[src/rtl/pwm_breathe_ctrl.sv]
// -----------------------------------------------------------------------------
// pwm_breathe_ctrl
//
// Breathing-LED duty sequencer. A free-running 101-cycle frame counter is
// shared with the downstream PWM comparator (led on while frame_cnt < duty).
// Once per frame (frame_cnt == 100) the FSM ramps an internal linear level
// up, holds it high, ramps it down and holds it low, as long as en stays high.
//
// Optional feature: define BREATHE_GAMMA_EN to drive duty through the
// perceptual map (lin*lin*41) >> 12 instead of the linear level.
//
// Ports
//   clk          system clock, all logic on its rising edge
//   rst          asynchronous, active-high reset
//   en           breathing enable, only looked at on frame boundaries
//   duty[6:0]    registered duty value 0..100
//   frame_cnt    shared PWM frame counter 0..100
//   frame_start  high while frame_cnt == 0
//   phase[2:0]   FSM state (IDLE=0, UP=1, HOLD_HI=2, DOWN=3, HOLD_LO=4)
//
// State   | meaning
// IDLE    | breathing off, level 0
// UP      | level rises by STEP on each step event
// HOLD_HI | level parked at 100 for HOLD_STEPS step events
// DOWN    | level falls by STEP on each step event
// HOLD_LO | level parked at 0 for HOLD_STEPS step events
// -----------------------------------------------------------------------------
module pwm_breathe_ctrl #(
    parameter int STEP            = 5,
    parameter int FRAMES_PER_STEP = 4,
    parameter int HOLD_STEPS      = 10
) (
    input  logic       clk,
    input  logic       rst,
    input  logic       en,
    output logic [6:0] duty,
    output logic [6:0] frame_cnt,
    output logic       frame_start,
    output logic [2:0] phase
);

    typedef enum logic [2:0] {
        IDLE    = 3'd0,
        UP      = 3'd1,
        HOLD_HI = 3'd2,
        DOWN    = 3'd3,
        HOLD_LO = 3'd4
    } state_t;

    localparam logic [7:0] STEP_L    = 8'(STEP);
    localparam logic [7:0] FPS_LAST  = 8'(FRAMES_PER_STEP - 1);
    localparam logic [7:0] HOLD_LAST = 8'(HOLD_STEPS - 1);
    localparam logic [7:0] LIN_MAX   = 8'd100;

    state_t     state, state_nxt;
    // 8-bit level so lin + STEP (max 200) never wraps before the saturation test
    logic [7:0] lin, lin_nxt;
    logic [7:0] step_cnt, step_cnt_nxt;
    logic [7:0] hold_cnt, hold_cnt_nxt;
    logic [6:0] duty_nxt;
    logic       boundary;
    logic       step_evt;

    assign boundary    = (frame_cnt == 7'd100);
    assign step_evt    = (step_cnt == FPS_LAST);
    assign frame_start = (frame_cnt == 7'd0);
    assign phase       = state;

    always_comb begin
        state_nxt    = state;
        lin_nxt      = lin;
        step_cnt_nxt = step_cnt;
        hold_cnt_nxt = hold_cnt;
        if (boundary) begin
            if (!en) begin
                // disable wins over any step event on the same boundary
                state_nxt    = IDLE;
                lin_nxt      = 8'd0;
                step_cnt_nxt = 8'd0;
                hold_cnt_nxt = 8'd0;
            end else begin
                step_cnt_nxt = step_evt ? 8'd0 : step_cnt + 8'd1;
                case (state)
                    IDLE: begin
                        state_nxt    = UP;
                        lin_nxt      = 8'd0;
                        step_cnt_nxt = 8'd0;
                        hold_cnt_nxt = 8'd0;
                    end
                    UP: begin
                        if (step_evt) begin
                            if (lin + STEP_L >= LIN_MAX) begin
                                lin_nxt      = LIN_MAX;
                                state_nxt    = HOLD_HI;
                                hold_cnt_nxt = 8'd0;
                            end else begin
                                lin_nxt = lin + STEP_L;
                            end
                        end
                    end
                    HOLD_HI: begin
                        if (step_evt) begin
                            if (hold_cnt == HOLD_LAST) begin
                                state_nxt    = DOWN;
                                hold_cnt_nxt = 8'd0;
                            end else begin
                                hold_cnt_nxt = hold_cnt + 8'd1;
                            end
                        end
                    end
                    DOWN: begin
                        if (step_evt) begin
                            if (lin <= STEP_L) begin
                                lin_nxt      = 8'd0;
                                state_nxt    = HOLD_LO;
                                hold_cnt_nxt = 8'd0;
                            end else begin
                                lin_nxt = lin - STEP_L;
                            end
                        end
                    end
                    HOLD_LO: begin
                        if (step_evt) begin
                            if (hold_cnt == HOLD_LAST) begin
                                state_nxt    = UP;
                                hold_cnt_nxt = 8'd0;
                            end else begin
                                hold_cnt_nxt = hold_cnt + 8'd1;
                            end
                        end
                    end
                    default: begin
                        state_nxt    = IDLE;
                        lin_nxt      = 8'd0;
                        step_cnt_nxt = 8'd0;
                        hold_cnt_nxt = 8'd0;
                    end
                endcase
            end
        end
    end

`ifdef BREATHE_GAMMA_EN
    // 19-bit product: 100*100*41 = 410000 < 2^19
    always_comb begin
        duty_nxt = 7'((19'(lin_nxt) * 19'(lin_nxt) * 19'd41) >> 12);
    end
`else
    always_comb begin
        duty_nxt = lin_nxt[6:0];
    end
`endif

    always_ff @(posedge clk or posedge rst) begin
        if (rst) begin
            frame_cnt <= 7'd0;
            state     <= IDLE;
            lin       <= 8'd0;
            step_cnt  <= 8'd0;
            hold_cnt  <= 8'd0;
            duty      <= 7'd0;
        end else begin
            frame_cnt <= boundary ? 7'd0 : frame_cnt + 7'd1;
            state     <= state_nxt;
            lin       <= lin_nxt;
            step_cnt  <= step_cnt_nxt;
            hold_cnt  <= hold_cnt_nxt;
            if (boundary) begin
                duty <= duty_nxt;
            end
        end
    end

endmodule

[config.mk]
export PLATFORM = sky130hd
export DESIGN_NAME = pwm_breathe_ctrl
export DESIGN_NICKNAME = d
export VERILOG_FILES = /design/src/rtl/pwm_breathe_ctrl.sv
export SDC_FILE = /design/constraint.sdc
export NUM_CORES = 1
export LEC_CHECK = 0
export ABC_AREA = 1
export CAP_MARGIN = 20
export CORE_AREA = 2 2 78 80
export DETAILED_ROUTE_END_ITERATION = 8
export DIE_AREA = 0 0 80 82
export PLACE_DENSITY_LB_ADDON = 0.12
export SETUP_SLACK_MARGIN = 0.2
export SYNTH_ARGS = -nofsm -noshare
export SYNTH_HDL_FRONTEND = slang
export SYNTH_SLANG_ARGS = --single-unit
[constraint.sdc]
create_clock -name clk -period 2.56 [get_ports clk]
set_input_delay 0.512 -clock clk [delete_from_list [all_inputs] [get_ports clk]]
set_output_delay 0.512 -clock clk [all_outputs]
set_load 0.05 [all_outputs]
==> metrics.txt, run 1 <==
run status=finished, final reports clean; H-tree levels=2; arrival time at the worst endpoint=2.38 ns; number of global-route vias before repair=2368; Die X-Extent=80 um; Int Pwr=0.8625 mW; Post CTS Setup Buffer Count=0; Final GP Congestion=0.8904; Comb pwr share=0.071; Mapped Cells=378; Multi-input gate area=1524 um^2; ANT nets after route=0; largest net degree at the start of global routing=42; syn_area_per_cell=7.345 um^2; vias per cell=5.217; core area=5746 um^2; Netlist cell types=40; Max-Cap Viols=0; clk_lat worst skew=0.29 ns; worst-margin pin slew=0.5213 ns; Worst Setup Start Kind=flip-flop; power share of the sequential group=0.570; most frequent cells in the layout=nand2_1, dfrtp_1, inv_1; RSZ-0062 raised after global routing=false; cell taking the most area after synthesis=dfrtp_1; fill cell count=568; commonest non-fill, non-tap cell in the layout=nand2_1; relative max-transition margin=0.6524; Post-synth EDFFs=0; storage element area=1026 um^2; Die ar.=6560 um^2; Clock Tree Buf Depth=2; 1st-iter DRT viols=152; Worst Setup EP=lin[7]$_DFFE_PP0P_; Final Max Slew Viols=0; cell area after synthesis=2776 um^2; GR Util All Layers=0.2105; Fin. Hold Viols=0; Final Setup Violations=0; worst-path fanout max=10; DRT Pass-1 Iters=6; Num CTS Buffers=5; PwrDens=367.4 nW/um^2; critical path capture point type=flip-flop; Via Count=2473; Synth Register Bits=41; CTS root buf=clkbuf_8; syn nets=389; Syn. warnings=0; share of cells above drive strength 1=0.1479; synth-to-layout area growth=12.30%; clock slew at reported path FFs=0.08 ns; R2R Path Start=frame_cnt[0]$_DFF_PP0_; Ports=21; Starting Density=0.4832; Clock power frac=0.359; WL final=6117 um; CTS tree=done; Crit. Startpoint=frame_cnt[0]$_DFF_PP0_; nets@finish=409; initial antenna violation count=0; Leakage=1.480 nW; sequential-to-total area share from yosys stat=0.3695; Max VDD drop=0.0003735 V; WL/cell=12.91 um; Placed Area=3032 um^2; ANT cells=0; asr flop ratio synth=1.000; Hold Crit Class=reg2reg; Die H=82 um; drt drc=0; Worst EP required=2.75 ns; P_sw=0.2832 mW; number of buffers added on ports=20; total gr overflow=0; CP Class=reg2reg; Yosys top cell area share=0.3695; Sw Share=0.2471; reg2reg end=lin[7]$_DFFE_PP0P_; Peak Freq=0.4559 GHz; Period minus WS final=2.194 ns; DP Wirelength=4452 um; hold path depth=2; Clock Sinks=41; Fin Setup TNS=0 ns; global-route wire length before repair=10900 um; worst r2r path cells=11; Final period util=0.8569; Layout Cell Area excl Fill=3118 um^2; main flop type after synthesis=dfrtp_1; # rows=28; setup slack, reg-to-reg=0.37 ns; top cells by area, synth=dfrtp_1, nand2_1, inv_1, nand3_1, nor2_1; skew final=0.01112 ns
-- worst max-delay path: stages, from the launching register on --
cell and delay (ns):
dfrtp_1 0.42, inv_1 0.09, ha_1 0.15, nand2_1 0.09, nor2_1 0.13, nand3_2 0.23, inv_2 0.25, o21ai_2 0.12
nor3_1 0.26, o21ai_0 0.20, nand2_1 0.11, nor2_1 0.04
-- repair_timing --
item	in CTS	in global routing
hold endpoints to repair	0	0
resized for setup	0	1
setup endpoints to repair	0	1
hold buffers	0	0
-- metrics by stage --
step                      cells  hold slack, ns  utilization  total power [mW]  setup WS [ns]
after floorplan             378          0.4678            -            0.7250         0.4861
after global placement      466          0.4665       0.5277            0.7472         0.4030
after detailed placement    466          0.4644       0.5277            0.7480         0.3621
after CTS                   474          0.4924       0.5420             1.162         0.3542
after global routing        474          0.5080       0.5427             1.205         0.2398
final                       474          0.4903       0.5427             1.146         0.3664
-- worst min-delay path by stage --
stage                                        from                 endpoint  slack (ns)
final                         duty[1]$_DFFE_PP0N_      duty[1]$_DFFE_PP0N_        0.49
after global routing          duty[4]$_DFFE_PP0N_      duty[4]$_DFFE_PP0N_        0.51
after CTS                     duty[4]$_DFFE_PP0N_      duty[4]$_DFFE_PP0N_        0.49
after detailed placement      duty[1]$_DFFE_PP0N_      duty[1]$_DFFE_PP0N_        0.46
after floorplan           step_cnt[0]$_DFFE_PP0N_  step_cnt[0]$_DFFE_PP0N_        0.47
after global placement        duty[4]$_DFFE_PP0N_      duty[4]$_DFFE_PP0N_        0.47
-- power by group through the flow --
| stage | combinational (mW) | clock [mW] | sequential (mW) |
|---|---|---|---|
| CTS | 0.0823 | 0.427 | 0.653 |
| global placement | 0.0813 | 0 | 0.666 |
| global route | 0.0919 | 0.460 | 0.653 |
| detailed placement | 0.0823 | 0 | 0.666 |
| floorplan | 0.0510 | 0 | 0.674 |
| finish | 0.0813 | 0.412 | 0.653 |
-- synthesized netlist by cell type, types with 3 or more instances --
| cell | instances |
|---|---|
| nand3_1 | 26 |
| o21ai_2 | 9 |
| inv_2 | 6 |
| nand2_1 | 105 |
| nand4_1 | 8 |
| inv_1 | 37 |
| nor2_2 | 4 |
| ha_1 | 8 |
| nand3_2 | 3 |
| a21oi_1 | 21 |
| o21ai_0 | 11 |
| or2_2 | 3 |
| dfrtp_1 | 41 |
| nand2_2 | 10 |
| nor2_1 | 34 |
| buf_2 | 4 |
| nor3_1 | 13 |
| xor2_1 | 6 |
-- area by class of cell --
class | instances | share of cell area
clock buffers | 6 | 0.02327
multi-input cells | 283 | 0.4888
clock inverters | 2 | 0.003210
well taps | 75 | 0.03010
inverters | 44 | 0.05498
repair buffers | 23 | 0.07063
flip-flops and latches | 41 | 0.3291
-- cell families (layout without fill, tap and decap cells) --
kind of cell    Yosys count  count (layout)  synth area share
flops                    41              41            0.3695
simple gates            216             216            0.3659
xor+xnor                  7               7           0.02479
compound gates           52              52            0.1167
fa+ha+maj                 8               8           0.03605
buf+inv                  54              75           0.08698
-- metal layers --
metal,up-vias,global-route usage,share of wire
met1,1136,0.2847,0.48
met4,0,0.06610,0.015
met5,-,0,0
met3,8,0.04725,0.043
met2,50,0.3367,0.46
li1,1279,-,-
-- sequential cells by signal, summed over array words and instances, names as in the netlist --
register,cells
lin,8
frame_cnt,7
step_cnt,8
hold_cnt,8
phase,3
duty,7
No activity file was read; power rests on OpenSTA's default activity.
==> run 2: changes to the inputs <==
--- a/config.mk
+++ b/config.mk
@@ -11,7 +11,6 @@
 export DETAILED_ROUTE_END_ITERATION = 8
 export DIE_AREA = 0 0 80 82
 export PLACE_DENSITY_LB_ADDON = 0.12
-export SETUP_SLACK_MARGIN = 0.2
 export SYNTH_ARGS = -nofsm -noshare
 export SYNTH_HDL_FRONTEND = slang
 export SYNTH_SLANG_ARGS = --single-unit
==> metrics.txt, run 2 (synthesized netlist as in run 1, its figures left out) <==
total gr overflow=0 (unchanged); Ports=21 (unchanged); number of global-route vias before repair=2332 (was 2368); critical path capture point type=primary output (was flip-flop); global-route wire length before repair=10810 um (was 10900 um); worst-path fanout max=5 (was 10); hold_buf cts=0 (unchanged); clock slew at reported path FFs=0.09 ns (was 0.08 ns); core area=5746 um^2 (unchanged); run status=finished, final reports clean (unchanged); Die X-Extent=80 um (unchanged); WL/cell=12.90 um (was 12.91 um); GR Util All Layers=0.2081 (was 0.2105); drt drc=0 (unchanged); relative max-transition margin=0.6661 (was 0.6524); Die H=82 um (unchanged); Final period util=0.8246 (was 0.8569); Worst Setup Start Kind=flip-flop (unchanged); Inst Count DP=466 (unchanged); Critical-path top delay cell=clkdlybuf4s50_1 (was dfrtp_1); CP Class=reg2out (was reg2reg); skew final=0.01079 ns (was 0.01112 ns); PwrDens=375.6 nW/um^2 (was 367.4 nW/um^2); synth-to-layout area growth=12.12% (was 12.30%); Post CTS Setup Buffer Count=0 (unchanged); WL final=6115 um (was 6117 um); Final Max Slew Viols=0 (unchanged); commonest non-fill, non-tap cell in the layout=nand2_1 (unchanged); H-tree levels=2 (unchanged); Worst EP required=2.05 ns (was 2.75 ns); Max-Cap Viols=0 (unchanged); Die ar.=6560 um^2 (unchanged); Leakage=1.494 nW (was 1.480 nW); Num CTS Buffers=5 (unchanged); Clock Sinks=41 (unchanged); initial antenna violation count=0 (unchanged); number of buffers added on ports=20 (unchanged); largest net degree at the start of global routing=42 (unchanged); Via Count=2523 (was 2473); RSZ-0062 raised after global routing=false (unchanged); slowest stage delay, CP=0.84 ns (was 0.42 ns); 1st-iter DRT viols=207 (was 152); Crit path max-delay family=buffers and inverters (was simple AND/OR/NAND/NOR gates); Starting Density=0.4832 (unchanged); vias per cell=5.323 (was 5.217); ANT cells=0 (unchanged); Fin. Hold Viols=0 (unchanged); Post-CTS Resized=0 (unchanged); nets@finish=409 (unchanged); biggest regs=hold_cnt: 8 flops, lin: 8 flops, step_cnt: 8 flops (unchanged); ANT nets after route=0 (unchanged); Period minus WS final=2.111 ns (was 2.194 ns); Fin Setup TNS=0 ns (unchanged); DP Wirelength=4442 um (was 4452 um); clk_lat worst skew=0.30 ns (was 0.29 ns); Max VDD drop=0.0003108 V (was 0.0003735 V); setup slack, reg-to-reg=0.45 ns (was 0.37 ns); Clock Tree Buf Depth=2 (unchanged); worst-margin pin slew=0.5008 ns (was 0.5213 ns); arrival time at the worst endpoint=1.60 ns (was 2.38 ns); CTS tree=done (unchanged); Peak Freq=0.4737 GHz (was 0.4559 GHz); CP Cell Sequence=clkdlybuf4s50_1 (was inv_1 -> ha_1 -> nand2_1 -> nor2_1 -> nand3_2 -> inv_2 -> o21ai_2 -> nor3_1 -> o21ai_0 -> nand2_1 -> nor2_1); Hold Crit Class=reg2reg (unchanged); CTS root buf=clkbuf_8 (unchanged); # rows=28 (unchanged); most frequent cells in the layout=nand2_1, dfrtp_1, inv_1 (unchanged); Finished Layout Cells=474 (unchanged); Bufs and invs on worst path=1 (was 2); DRT Pass-1 Iters=5 (was 6); share of cells above drive strength 1=0.1479 (unchanged); Final GP Congestion=0.9461 (was 0.8904); Final Setup Violations=0 (unchanged)
run 2: changes by cell type in the layout (fill, tap and decap cells not counted):
| cell | previous run | this run |
|---|---|---|
| inv_1 | 35 | 37 |
| clkbuf_1 | 1 | 0 |
| clkinv_1 | 1 | 0 |
| clkinv_2 | 2 | 1 |
| inv_6 | 0 | 1 |
| nor4_2 | 0 | 1 |
| nor4_4 | 1 | 0 |
run 2: metal layers:
layer / up-vias / part of all wire / track usage
li1: 1267 / - / -
met1: 1176 / 0.48 / 0.2809
met2: 69 / 0.47 / 0.3408
met3: 11 / 0.037 / 0.03626
met4: 0 / 0.014 / 0.06780
met5: - / 0 / 0
run 2: worst paths after layout:
kind                                      start                       to  cells past startpoint
setup / recovery           phase[1]$_DFFE_PP0P_                 phase[1]                      1
hold / removal              duty[2]$_DFFE_PP0N_      duty[2]$_DFFE_PP0N_                      2
setup reg to reg           phase[1]$_DFFE_PP0P_      duty[4]$_DFFE_PP0N_                      9
hold reg to reg             duty[2]$_DFFE_PP0N_      duty[2]$_DFFE_PP0N_                      2
max in group asynchronous                   rst      duty[4]$_DFFE_PP0N_                      3
min in group asynchronous                   rst  hold_cnt[0]$_DFFE_PP0P_                      3
run 2: final cells by class:
class,instances,area [um^2]
Inverter,44,167.7
Fill cell,565,2633
Clock buffer,5,68.82
Sequential cell,41,1026
Clock inverter,3,21.27
Timing Repair Buffer,23,220.2
Tap cell,75,93.84
Multi-Input combinational cell,283,1515
run 2: power breakdown:
group          internal (mW)  switching, mW  total [mW]
sequential             0.649        0.00341       0.653
combinational         0.0239         0.0561      0.0800
clock                  0.194          0.243       0.436
run 2: metrics by stage:
stage                     power (mW)  setup slack [ns]  hold slack, ns  utilization  instance area, um^2
final                          1.169            0.4490          0.4850       0.5418                 3113
after global routing           1.228            0.2664          0.5147       0.5418                 3113
after CTS                      1.193            0.4308          0.4939       0.5418                 3113
after detailed placement      0.7476            0.3854          0.4645       0.5261                 3023
after global placement        0.7469            0.4295          0.4673       0.5261                 3023
after floorplan               0.7250            0.1886          0.4678            -                 2783
run 2: tightest hold or removal path, cell delays in order, from the launching register on:
cell and delay, ns:
dfrtp_1 0.35, nand2_1 0.05, nand2_1 0.06
